File: src/rtl/fp_mul_stream.sv
// Streaming wrapper around a combinational single-precision multiplier: operand FIFO in front,
// registered result stage with special-value flags behind, valid/ready on both sides.
module fp_mul_stream #(
   parameter int DEPTH = 4
) (
   input  logic                       clk,
   input  logic                       rst_n,
   input  logic                       in_valid,
   output logic                       in_ready,
   input  logic [31:0]                in_a,
   input  logic [31:0]                in_b,
   output logic [31:0]                mul_a,
   output logic [31:0]                mul_b,
   input  logic [31:0]                mul_result,
   output logic                       out_valid,
   input  logic                       out_ready,
   output logic [31:0]                out_result,
   output logic [2:0]                 out_flags,
   output logic [$clog2(DEPTH):0]     count
);

   localparam int AW = $clog2(DEPTH);
   localparam int CW = AW + 1;

   logic [63:0]   storage [DEPTH];
   logic [AW-1:0] wr_ptr;
   logic [AW-1:0] rd_ptr;
   logic          push;
   logic          pop;

   // {nan, inf, zero}; the three cases are mutually exclusive by construction.
   function automatic logic [2:0] flags_of(input logic [31:0] r);
      logic [7:0]  e;
      logic [22:0] m;
      e = r[30:23];
      m = r[22:0];
      flags_of = {(e == 8'hFF) && (m != '0),
                  (e == 8'hFF) && (m == '0),
                  (e == 8'h00) && (m == '0)};
   endfunction

   // Ready depends on occupancy only, so a full FIFO never accepts on a same-cycle pop.
   assign in_ready = (count < CW'(DEPTH));
   assign push     = in_valid && in_ready;
   assign pop      = (count != '0) && (!out_valid || out_ready);

   assign mul_a = storage[rd_ptr][63:32];
   assign mul_b = storage[rd_ptr][31:0];

   always_ff @(posedge clk or negedge rst_n) begin
      if (!rst_n) begin
         wr_ptr     <= '0;
         rd_ptr     <= '0;
         count      <= '0;
         out_valid  <= 1'b0;
         out_result <= '0;
         out_flags  <= '0;
         // NOTE: storage is reset too, so the multiplier sees zeros instead of stale operands.
         for (int i = 0; i < DEPTH; i++) storage[i] <= '0;
      end else begin
         if (push) begin
            storage[wr_ptr] <= {in_a, in_b};
            wr_ptr          <= wr_ptr + 1'b1;
         end
         if (pop) begin
            out_result <= mul_result;
            out_flags  <= flags_of(mul_result);
            out_valid  <= 1'b1;
            rd_ptr     <= rd_ptr + 1'b1;
         end else if (out_valid && out_ready) begin
            out_valid <= 1'b0;
         end
         case ({push, pop})
            2'b10:   count <= count + 1'b1;
            2'b01:   count <= count - 1'b1;
            default: count <= count;
         endcase
      end
   end

endmodule

File: config.mk
export PLATFORM = sky130hd
export DESIGN_NAME = fp_mul_stream
export DESIGN_NICKNAME = d
export VERILOG_FILES = /design/src/rtl/fp_mul_stream.sv
export SDC_FILE = /design/constraint.sdc
export NUM_CORES = 1
export LEC_CHECK = 0
export ABC_AREA = 1
export BUFFER_PORTS_ARGS = -buffer_cell sky130_fd_sc_hd__buf_2
export CAP_MARGIN = 15
export CORE_MARGIN = 5
export CORE_UTILIZATION = 60
export CTS_BUF_LIST = sky130_fd_sc_hd__clkbuf_4
export CTS_CLUSTER_DIAMETER = 30
export CTS_CLUSTER_SIZE = 40
export DETAILED_ROUTE_END_ITERATION = 6
export PLACE_DENSITY_LB_ADDON = 0.1
export SETUP_SLACK_MARGIN = 0.4
export SLEW_MARGIN = 20
export SYNTH_ARGS = -nofsm -noshare
export SYNTH_HDL_FRONTEND = slang
export SYNTH_SLANG_ARGS = --single-unit
export TNS_END_PERCENT = 100
File: constraint.sdc
create_clock -name clk -period 4.39 [get_ports clk]
set_input_delay 0.878 -clock clk [delete_from_list [all_inputs] [get_ports clk]]
set_output_delay 0.878 -clock clk [all_outputs]
set_load 0.005 [all_outputs]
# Word-level counts from Yosys, hierarchy flattened
# Cells that the tools add are included.
# totals
regBits,299
input_bits,100
out_inout_bits,104
elab_cells,47
# classes
add_sub_neg,4
magnitude_cmp,4
n_eq_ne,3
n_mux,9
bitwise_logic,2
reduce_logical,15
# op_table
cell,n
256-bit bitwise mux,1
64-bit 2-to-1 mux,3
64-bit binary-select mux with 2-bit select,1
64-bit demux with 2-bit select,1
23-bit zero test,1
23-bit nonzero test,1
8-bit equality test (second input constant),1
8-bit zero test,1
1-bit logical AND,7
3-bit greater-or-equal comparator (second input constant),2
2-bit inverter with 3-bit output,2
3-bit case mux with 2 select lines,1
2-bit by 1-bit adder with 2-bit output (second input constant),2
2-bit nonzero test,2
3-bit by 1-bit adder with 3-bit output (second input constant),1
3-bit by 1-bit < comparator with 1-bit output (second input constant),1
3-bit < comparator (second input constant),1
3-bit nonzero test,1
3-bit by 1-bit subtractor with 3-bit output (second input constant),1
2-bit by 1-bit equality test with 1-bit output (second input constant),1
2-bit equality test (second input constant),1
1-bit 2-to-1 mux,2
1-bit zero test,1
1-bit logical OR,1

# Logic depth before layout (Yosys ltp)
# Gate-level depths: netlist (run 1).
# logic_depth
word_depth,6
ltp_mapped,11
depth_no_buf,10

# Worst setup path before layout (run 1)
# OpenSTA, ideal clock, no wires.
# synth_path
path_kind,input to register
startpoint,in out_ready
endpoint,reg count[2]
setup_ns,0.131
arrival_ns,2.305
required_ns,4.259
path_slack_ns,1.955
path_stages,11
path_buffers,1
path_cell_list,inv_1 -> nand2_1 -> nand2_2 -> inv_2 -> buf_4 -> ha_1 -> inv_1 -> fa_1 -> a21oi_1 -> o21ai_0 -> xor2_1
# synth_between
elab_chain_len,4
word_cells_on_any_way,6
cone_classes,eq/ne (2); mux (1); reduce/logical (3)
# synth_lines
item,line,rtl
"start, declared",16,"input logic out_ready,"
1-bit logical OR (*),45,assign pop = (count != '0) && (!out_valid || out_ready);
1-bit logical AND (*),45,
named net pop,29,logic pop;
2-bit by 1-bit equality test with 1-bit output or 2-bit equality test (tied branches),73,"case ({push, pop})"
3-bit case mux with 2 select lines or 2-bit nonzero test (tied branches),n/a,
"end signal, assigned",74,2'b10: count <= count + 1'b1;
"end signal, assigned",75,2'b01: count <= count - 1'b1;
"end signal, assigned",76,default: count <= count;
"end, declared",19,output logic [$clog2(DEPTH):0] count
# Mark *: on every way through the listed nets, which the timed path passes. The rest lies on a longest branch.
# A chain may end at the register's enable or synchronous reset.

# Final worst setup path (run 1)
# layout_path
startpoint,reg rd_ptr[0]
endpoint,out mul_a[10]
# layout_between
elab_chain_len,4
# layout_lines
item,line,rtl
"start, declared",27,logic [AW-1:0] rd_ptr;
"start signal, assigned",69,rd_ptr <= rd_ptr + 1'b1;
2-bit inverter with 3-bit output (not written as such),47,assign mul_a = storage[rd_ptr][63:32];
64-bit binary-select mux with 2-bit select,47,
64-bit 2-to-1 mux (2 in a row),n/a,
"end, declared",12,"output logic [31:0] mul_a,"
# Every way passes these cells. The select of a mux whose other input is x is not followed.

==> results.yml, run 1 <==
status:
  status: "complete, no violations"
logic_synthesis:
  avgSynthCellArea_um2: 9.61
  yosys.area.top_type: "dfrtp_1"
  yosysSeqAreaShare: 0.527
  netlist_top_cells_area: "dfrtp_1, o21ai_2, nand2_1"
  synthFlopType: "dfrtp_1"
  synthTopCellsByCount: "nand2_1, dfrtp_1, o21ai_2"
  yosysWarnings: 0
  synth_enable_flop_cells: 0
  post-synth-top-count-cell: "nand2_1"
  synth_cells: 1477
  async_flop_share: 1.00
  synth_top_cell_area_share: 0.527
  syn_area_um2: 14200
  synth_cell_types: 29
  ys_ff_latch: 299
  syn_nets: 1583
sta:
  maxSlewViolCount: 0
  clock.fmax_mhz: 267
  rsz0062_at_grt: "false"
  finalCritPeriodShare: 0.852
  finClkSkew_ns: 0.0316
  tns_ns: 0
  hold_viol_final: 0
  hold_slack_ns: 0.208
  max_slew_margin: 0.302
  tightest_slew_ns: 1.05
  setup_viol: 0
  period_needed_ns: 3.74
global_route:
  grt.total_usage: 0.242
  grt_pass1_wl_um: 53200
  grt_pass1_vias: 10800
  grt_max_degree: 129
  antenna_found_initial: 1
  gr-total-overflow: 0
cells_and_area:
  finish.net_count: 1756
  drive_above_1_share: 0.342
  stdcell_area_um2: 15900
  syn2layout_area_growth_pct: 12.1
  final_cells: 2023
clock_network:
  path_clk_slew_ns: 0.09
  hold_buffers: 0
  root_buffer: "clkbuf_4"
  cts_resized: 0
  ctsLongestPathBuffers: 3
  cts_tree: "built"
  cts.htree.levels: 2
  cts.sinks: 299
  cts_setup_buffers: 0
  clk_latency_ns: 0.70
  cts_made_buffers: 61
place:
  gp_congestion: 0.790
  port_buffers: 203
  place_area_um2: 14800
  place_hpwl_um: 18200
  placed_cells: 1906
drt:
  drtIter0Drc: 714
  routed_wl_um: 31500
  detail-route-antenna-nets: 0
  num_vias: 10500
  vias_per_cell: 5.21
  drc: 0
  wire_per_inst_um: 15.6
  dr.pass1.iters: 5
floorplan:
  dieArea_um2: 26800
  io_pins: 204
  die_x_um: 164
  core-area_um2: 23400
  fp.dieH_um: 164
  initial_core_util: 0.607
  rows: 56
critical_path:
  crit_required_ns: 3.51
  slowest_delay_ns: 0.69
  crit_buf_inv: 3
  cp-start-kind: "flip-flop"
  critPathCaptureType: "output port"
  crit_arrival_ns: 2.86
  cp_slowest_cell: "dfrtp_4"
  crit_fanout: 60
  path_delay_family: "buffers and inverters"
  setup.worst_path.start: "rd_ptr[0]"
  r2r-start: "count[0]"
  worst-setup-path-type: "reg -> out"
  crit_chain: "inv_4 -> buf_12 -> nor2_1 -> o22ai_1 -> buf_2"
power:
  ir_worst_vdd_uv: 414
  power_density_nw_per_um2: 782
  cellLeakagePower_nw: 7.91
  total_power_mw: 12.4
worst_hold_path:
  hold_path_class: "in -> async"
job:
  drv_cap: 0
-- worst register-to-register path, stage by stage, from the launching register on --
cell and delay [ns]:
dfrtp_1 0.41, inv_1 0.10, nand3_2 0.09, nand2_2 0.45
inv_2 0.18, ha_1 0.16, inv_1 0.06, fa_1 0.38
a21oi_1 0.16, o21ai_0 0.13, xor2_1 0.16
-- power breakdown --
part | leakage (nW) | internal, mW | total, mW | switching [mW]
clock | 0.577 | 1.46 | 2.68 | 1.22
combinational | 3.58 | 2.05 | 5.05 | 3.00
sequential | 3.75 | 3.99 | 4.71 | 0.714
-- registers in the layout (all words and copies together), names as in the netlist --
| signal | cells |
|---|---|
| count | 3 |
| storage | 256 |
| rd_ptr | 2 |
| out_valid | 1 |
| out_flags | 3 |
| out_result | 32 |
| wr_ptr | 2 |
-- per-stage QoR --
step                      worst slack (ns)   util
after floorplan                       1.95      -
after global placement                1.31  0.634
after detailed placement              1.32  0.634
after CTS                            0.533  0.680
after global routing                 0.469  0.680
final                                0.649  0.680
-- cell usage in the layout (no fill, tap or decap), drive strengths merged, types with 5 or more instances in the layout --
master	netlist	routed
clkinvlp	0	5
o22ai	64	64
buf	86	213
clkinv	0	25
dfrtp	299	299
nor2	150	150
bufinv	0	11
inv	85	93
nand2	362	362
o21ai	395	395
clkbuf	17	67
ha	5	5
-- cells by family (layout without fill, tap and decap cells) --
kind of cell / after synthesis / in the layout / synth area share
xor+xnor: 4 / 4 / 0.00247
flops: 299 / 299 / 0.527
fa+ha+maj: 6 / 6 / 0.00582
compound gates: 461 / 461 / 0.234
buf+inv: 188 / 414 / 0.0894
other cells: 0 / 1 / 0
simple gates: 519 / 519 / 0.141
-- routing by layer --
metal / vias to the layer above / share of wire / GRT usage
met3: 49 / 0.057 / 0.0547
met2: 260 / 0.47 / 0.396
met5: - / 0 / 0
li1: 5248 / - / -
met4: 0 / 0.020 / 0.0686
met1: 4989 / 0.45 / 0.328
-- layout make-up --
class	instances	area, um^2
tap	319	399
inverter	85	327
fill	2008	7490
timing repair buffer	213	1140
clock buffer	67	503
antenna	1	2.50
clock inverter	49	572
multi-input combinational	990	5480
sequential	299	7490
-- final timing paths --
| path | end | cells past startpoint | slack (ns) |
|---|---|---|---|
| hold reg to reg | storage[141] | 2 | 0.48 |
| max in group asynchronous | rd_ptr[0] | 2 | 3.19 |
| setup reg to reg | count[2] | 10 | 2.00 |
| setup / recovery | mul_a[10] | 5 | 0.65 |
| min in group clk | out_result[31] | 3 | 0.37 |
| hold / removal | storage[50] | 1 | 0.21 |
Note: power is estimated with default switching activity, not from simulation.
==> inputs of run 2 (changes only) <==
- CORE_ASPECT_RATIO: default -> 0.5
- CTS_CLUSTER_DIAMETER: 30 -> default
- GPL_TIMING_DRIVEN: default -> 0
==> run 2 against run 1 <==
Worst setup slack improved by 0.42 ns. Sequential share of layout area is 1.8 points lower. Die area increased by 0.70%. Maximum frequency is 13% higher. Clock skew shrank 0.0016 ns. Routed wire length rose by 19%. Critical endpoint is now mul_b[12]. Combinational power increased by 15%. Final area is 3.9% higher. Highest routed layer is now met5.
==> results.yml, run 2 (same netlist as run 1, synthesis figures left out) <==
clock_network:
  cts.sinks: 299
  cts_tree: "built"
  root_buffer: "clkbuf_4"
  ctsLongestPathBuffers: 3
  path_clk_slew_ns: 0.07
  hold_buffers: 0
  cts_made_buffers: 70
  cts.htree.levels: 3
  clk_latency_ns: 0.72
  cts_resized: 0
  cts_setup_buffers: 0
cells_and_area:
  final_util: 0.718
  finish.net_count: 1861
  stdcell_area_um2: 16500
  largest_reg_flops: 256
  final_cells: 2108
  layout_common_cells: "nand2_1, dfrtp_1, o21ai_2"
  syn2layout_area_growth_pct: 16.5
  top_regs: "storage x256, out_result x32"
  drive_above_1_share: 0.367
  final_common_cell: "nand2_1"
  top_register: "storage"
global_route:
  grt.total_usage: 0.284
  gr-total-overflow: 0
  grt_max_degree: 99
  grt_pass1_wl_um: 61700
  grt_pass1_vias: 12000
  antenna_found_initial: 3
floorplan:
  die_x_um: 228
  rows: 39
  fp.dieH_um: 119
  core-area_um2: 23000
  io_pins: 204
  dieArea_um2: 27000
  initial_core_util: 0.616
place:
  placed_cells: 1990
  port_buffers: 203
  gp_congestion: 0.845
  place_area_um2: 15700
  place_hpwl_um: 25100
sta:
  max_slew_margin: 0.576
  hold_viol_final: 0
  period_needed_ns: 3.32
  setup_viol: 0
  finalCritPeriodShare: 0.756
  finClkSkew_ns: 0.0300
  clock.fmax_mhz: 301
  rsz0062_at_grt: "false"
  tightest_slew_ns: 0.636
  maxSlewViolCount: 0
drt:
  vias_per_cell: 5.54
  routed_wl_um: 37500
  num_vias: 11700
  drc: 0
  dr.pass1.iters: 5
  drtIter0Drc: 1075
  detail-route-antenna-nets: 0
  wire_per_inst_um: 17.8
power:
  cellLeakagePower_nw: 8.36
  switchingPower_mw: 5.18
  p_seq_frac: 0.366
  ir_worst_vdd_uv: 397
  power_density_nw_per_um2: 766
  clockPowerShare: 0.175
  p_sw_frac: 0.409
  combinationalPowerShare: 0.459
  power.internal_mw: 7.49
job:
  drv_cap: 0
critical_path:
  worst-setup-path-type: "reg -> out"
  slowest_delay_ns: 0.44
  crit_required_ns: 3.51
  crit_chain: "buf_4 -> inv_4 -> clkbuf_1 -> o21ai_0 -> o22ai_1 -> buf_2"
  critPathCaptureType: "output port"
  crit_fanout: 10
  cp-start-kind: "flip-flop"
  ff2ff_setup_slack_ns: 2.09
  crit_arrival_ns: 2.44
  cp_slowest_cell: "dfrtp_1"
worst_hold_path:
  hold_path_class: "in -> async"
status:
  status: "complete, no violations"
## run 2: cell count changes in the layout (fill, tap and decap cells not counted), sizes merged
cell      delta
buf         +79
bufinv      -10
clkbuf      +50
clkinv      -13
clkinvlp     -5
diode        +1
inv          -5
## run 2: final cells by class
type / instances / area (um^2)
Antenna cell: 2 / 5.00
Clock inverter: 16 / 87.6
Multi-Input combinational cell: 990 / 5450
Clock buffer: 100 / 751
Tap cell: 307 / 384
Inverter: 85 / 327
Buffer: 103 / 943
Timing Repair Buffer: 206 / 1110
Fill cell: 1807 / 6500
Sequential cell: 299 / 7480
## run 2: worst max-delay path: cells and delay by family, from the launching register on
kind / cells / cell delay, ns
buffers and inverters: 4 / 0.89
AOI/OAI and AO/OA: 2 / 0.39
DFF: 1 / 0.44
## run 2: power groups by stage
stage	Sequential, mW	Clock, mW	Combinational [mW]
after floorplan	4.54	0	3.87
after global placement	4.60	0	5.65
after detailed placement	4.65	0	5.82
after CTS	4.62	2.25	5.83
after global routing	4.79	2.42	6.41
final	4.64	2.22	5.81
## run 2: worst paths after layout
check                               start             end  depth (start not counted)
max in group asynchronous           rst_n   out_result[9]                          3
setup reg to reg                 count[0]        count[2]                         11
min in group clk           mul_result[18]  out_result[18]                          3
setup / recovery                rd_ptr[0]       mul_b[12]                          6
hold / removal                      rst_n     storage[39]                          1
hold reg to reg              storage[144]    storage[144]                          2
## run 2: through the flow
stage	TNS [ns]	setup slack [ns]	hold slack, ns	power [mW]
floorplan	0	1.95	0.450	8.41
global placement	-861.75	-2.92	0.458	10.3
detailed placement	0	1.56	0.459	10.5
CTS	0	1.05	0.125	12.7
global route	0	0.919	0.151	13.6
finish	0	1.07	0.159	12.7
## run 2: metal layers
metal  GRT usage  share of wire  wire length [um]
met5           0        0.00029                11
met4      0.0885          0.022               823
met3      0.0850          0.082              3080
met2       0.442           0.47             17600
met1       0.389           0.43             16000
==> inputs of run 3 (changes only) <==
- clock period: 4.39 -> 3.2 ns (I/O delays scaled with it)
==> run 3 against run 2 <==
Combinational power is 62% higher. Routed wire length increased by 5.9%. Worst setup slack lost 0.66 ns. Clock power rose by 37%. Final area increased by 5.8%. Via count increased by 1.8%. Core utilization grew 4.2 points. Final cell count grew 0.85%. Die area unchanged. Flip-flop and latch count unchanged. Largest cell class unchanged. Highest routed layer unchanged.
==> results.yml, run 3 (same netlist as run 1, synthesis figures left out) <==
status:
  status: "complete, no violations"
drt:
  vias_per_cell: 5.59
  routed_wl_um: 39700
  dr.pass1.iters: 5
  wire_per_inst_um: 18.7
  num_vias: 11900
  drc: 0
  drtIter0Drc: 990
  detail-route-antenna-nets: 0
sta:
  clock.fmax_mhz: 359
  maxSlewViolCount: 0
  tightest_slew_ns: 0.624
  final.setup.worst_slack_ns: 0.413
  finClkSkew_ns: 0.0319
  rsz0062_at_grt: "true"
  period_needed_ns: 2.79
  setup_viol: 0
  tns_ns: 0
  max_slew_margin: 0.584
  hold_viol_final: 0
  finalCritPeriodShare: 0.871
global_route:
  grt_max_degree: 99
  grt_pass1_vias: 12000
  gr-total-overflow: 0
  grt_pass1_wl_um: 62000
  grt.total_usage: 0.286
  antenna_found_initial: 3
power:
  ir_worst_vdd_uv: 548
  power_density_nw_per_um2: 1080
  cellLeakagePower_nw: 8.75
floorplan:
  dieArea_um2: 27000
  core-area_um2: 23000
  rows: 39
  io_pins: 204
  die_x_um: 228
  initial_core_util: 0.616
  fp.dieH_um: 119
cells_and_area:
  top_register: "storage"
  final_common_cell: "nand2_1"
  stdcell_area_um2: 17500
  finish.net_count: 1879
  largest_reg_flops: 256
  top_regs: "storage x256, out_result x32"
  syn2layout_area_growth_pct: 23.2
  drive_above_1_share: 0.421
  layout_common_cells: "nand2_1, dfrtp_1, o21ai_2"
clock_network:
  clk_latency_ns: 0.72
  cts.htree.levels: 3
  ctsLongestPathBuffers: 3
  root_buffer: "clkbuf_4"
  cts_tree: "built"
  cts_made_buffers: 70
  path_clk_slew_ns: 0.08
  cts.sinks: 299
critical_path:
  critPathCaptureType: "output port"
  crit_fanout: 10
  crit_required_ns: 2.56
  crit_arrival_ns: 2.15
  cp-start-kind: "flip-flop"
  worst-setup-path-type: "reg -> out"
place:
  place_area_um2: 15700
  gp_congestion: 0.845
  place_ws_ns: 0.604
  port_buffers: 203
  place_hpwl_um: 25100
job:
  drv_cap: 0
worst_hold_path:
  hold_path_class: "in -> reg"
## run 3: cell count changes in the layout (fill, tap and decap cells not counted), moves of 8 or more
cell	before	now
o22ai_1	64	36
buf_6	67	59
clkbuf_4	100	109
buf_12	0	12
nor2_2	1	20
nor2_1	149	114
clkbuf_16	0	13
nor2_4	0	16
clkbuf_1	15	0
o22ai_2	0	27
o21ai_0	93	84
## run 3: final timing paths
path | cells after the start | slack, ns | end | start
setup / recovery | 7 | 0.41 | mul_a[30] | rd_ptr[0]
hold / removal | 3 | 0.12 | out_result[18] | mul_result[18]
setup reg to reg | 11 | 0.90 | count[2] | count[0]
max in group asynchronous | 4 | 1.43 | out_result[10] | rst_n
min in group asynchronous | 2 | 0.51 | storage[39] | rst_n
hold reg to reg | 2 | 0.48 | storage[71] | storage[71]
## run 3: repair_timing
item / in CTS / in global routing
cloned: 0 / 14
pin swaps: 3 / 52
resized for setup: 28 / 153
hold buffers: 1 / 0
endpoints found under the hold margin: 78 / 0
setup buffers: 0 / 3
endpoints found under the setup margin: 64 / 64
## run 3: critical path: stages, from the launching register on
cell and delay, ns:
dfrtp_2 0.46, buf_12 0.17, inv_16 0.08, buf_16 0.15, buf_12 0.14, o21ai_1 0.06, o22ai_1 0.19, buf_2 0.16
## run 3: layout make-up
cell class / instances / area (um^2)
fillers: 1632 / 5540
clock inverters: 16 / 87.6
clock buffers: 100 / 751
plain buffers: 103 / 1130
inverters: 85 / 343
repair buffers: 224 / 1480
flip-flops and latches: 299 / 7480
multi-input cells: 990 / 5830
well taps: 307 / 384
diodes: 2 / 5.00
## run 3: routing by layer
layer,share of wire,wire (um),vias up,GRT usage
li1,-,-,5530,-
met1,0.42,16800,5811,0.393
met2,0.48,18900,466,0.444
met3,0.078,3100,85,0.0805
met4,0.023,900,2,0.0900
met5,0.00028,11,-,0
## run 3: stage by stage
| step | power [mW] | hold WS, ns | std cells | utilization |
|---|---|---|---|---|
| after floorplan | 11.5 | 0.344 | 1477 | - |
| after global placement | 14.1 | 0.458 | 1987 | 0.677 |
| after detailed placement | 14.4 | 0.459 | 1990 | 0.681 |
| after CTS | 17.6 | 0.0670 | 2107 | 0.722 |
| after global routing | 20.2 | 0.0784 | 2126 | 0.760 |
| final | 19.0 | 0.125 | 2126 | 0.760 |
## run 3: report_power, final
part | leakage [nW] | switching [mW] | internal, mW
registers | 3.75 | 0.999 | 5.48
logic | 4.49 | 5.20 | 4.22
clock network | 0.508 | 1.54 | 1.51
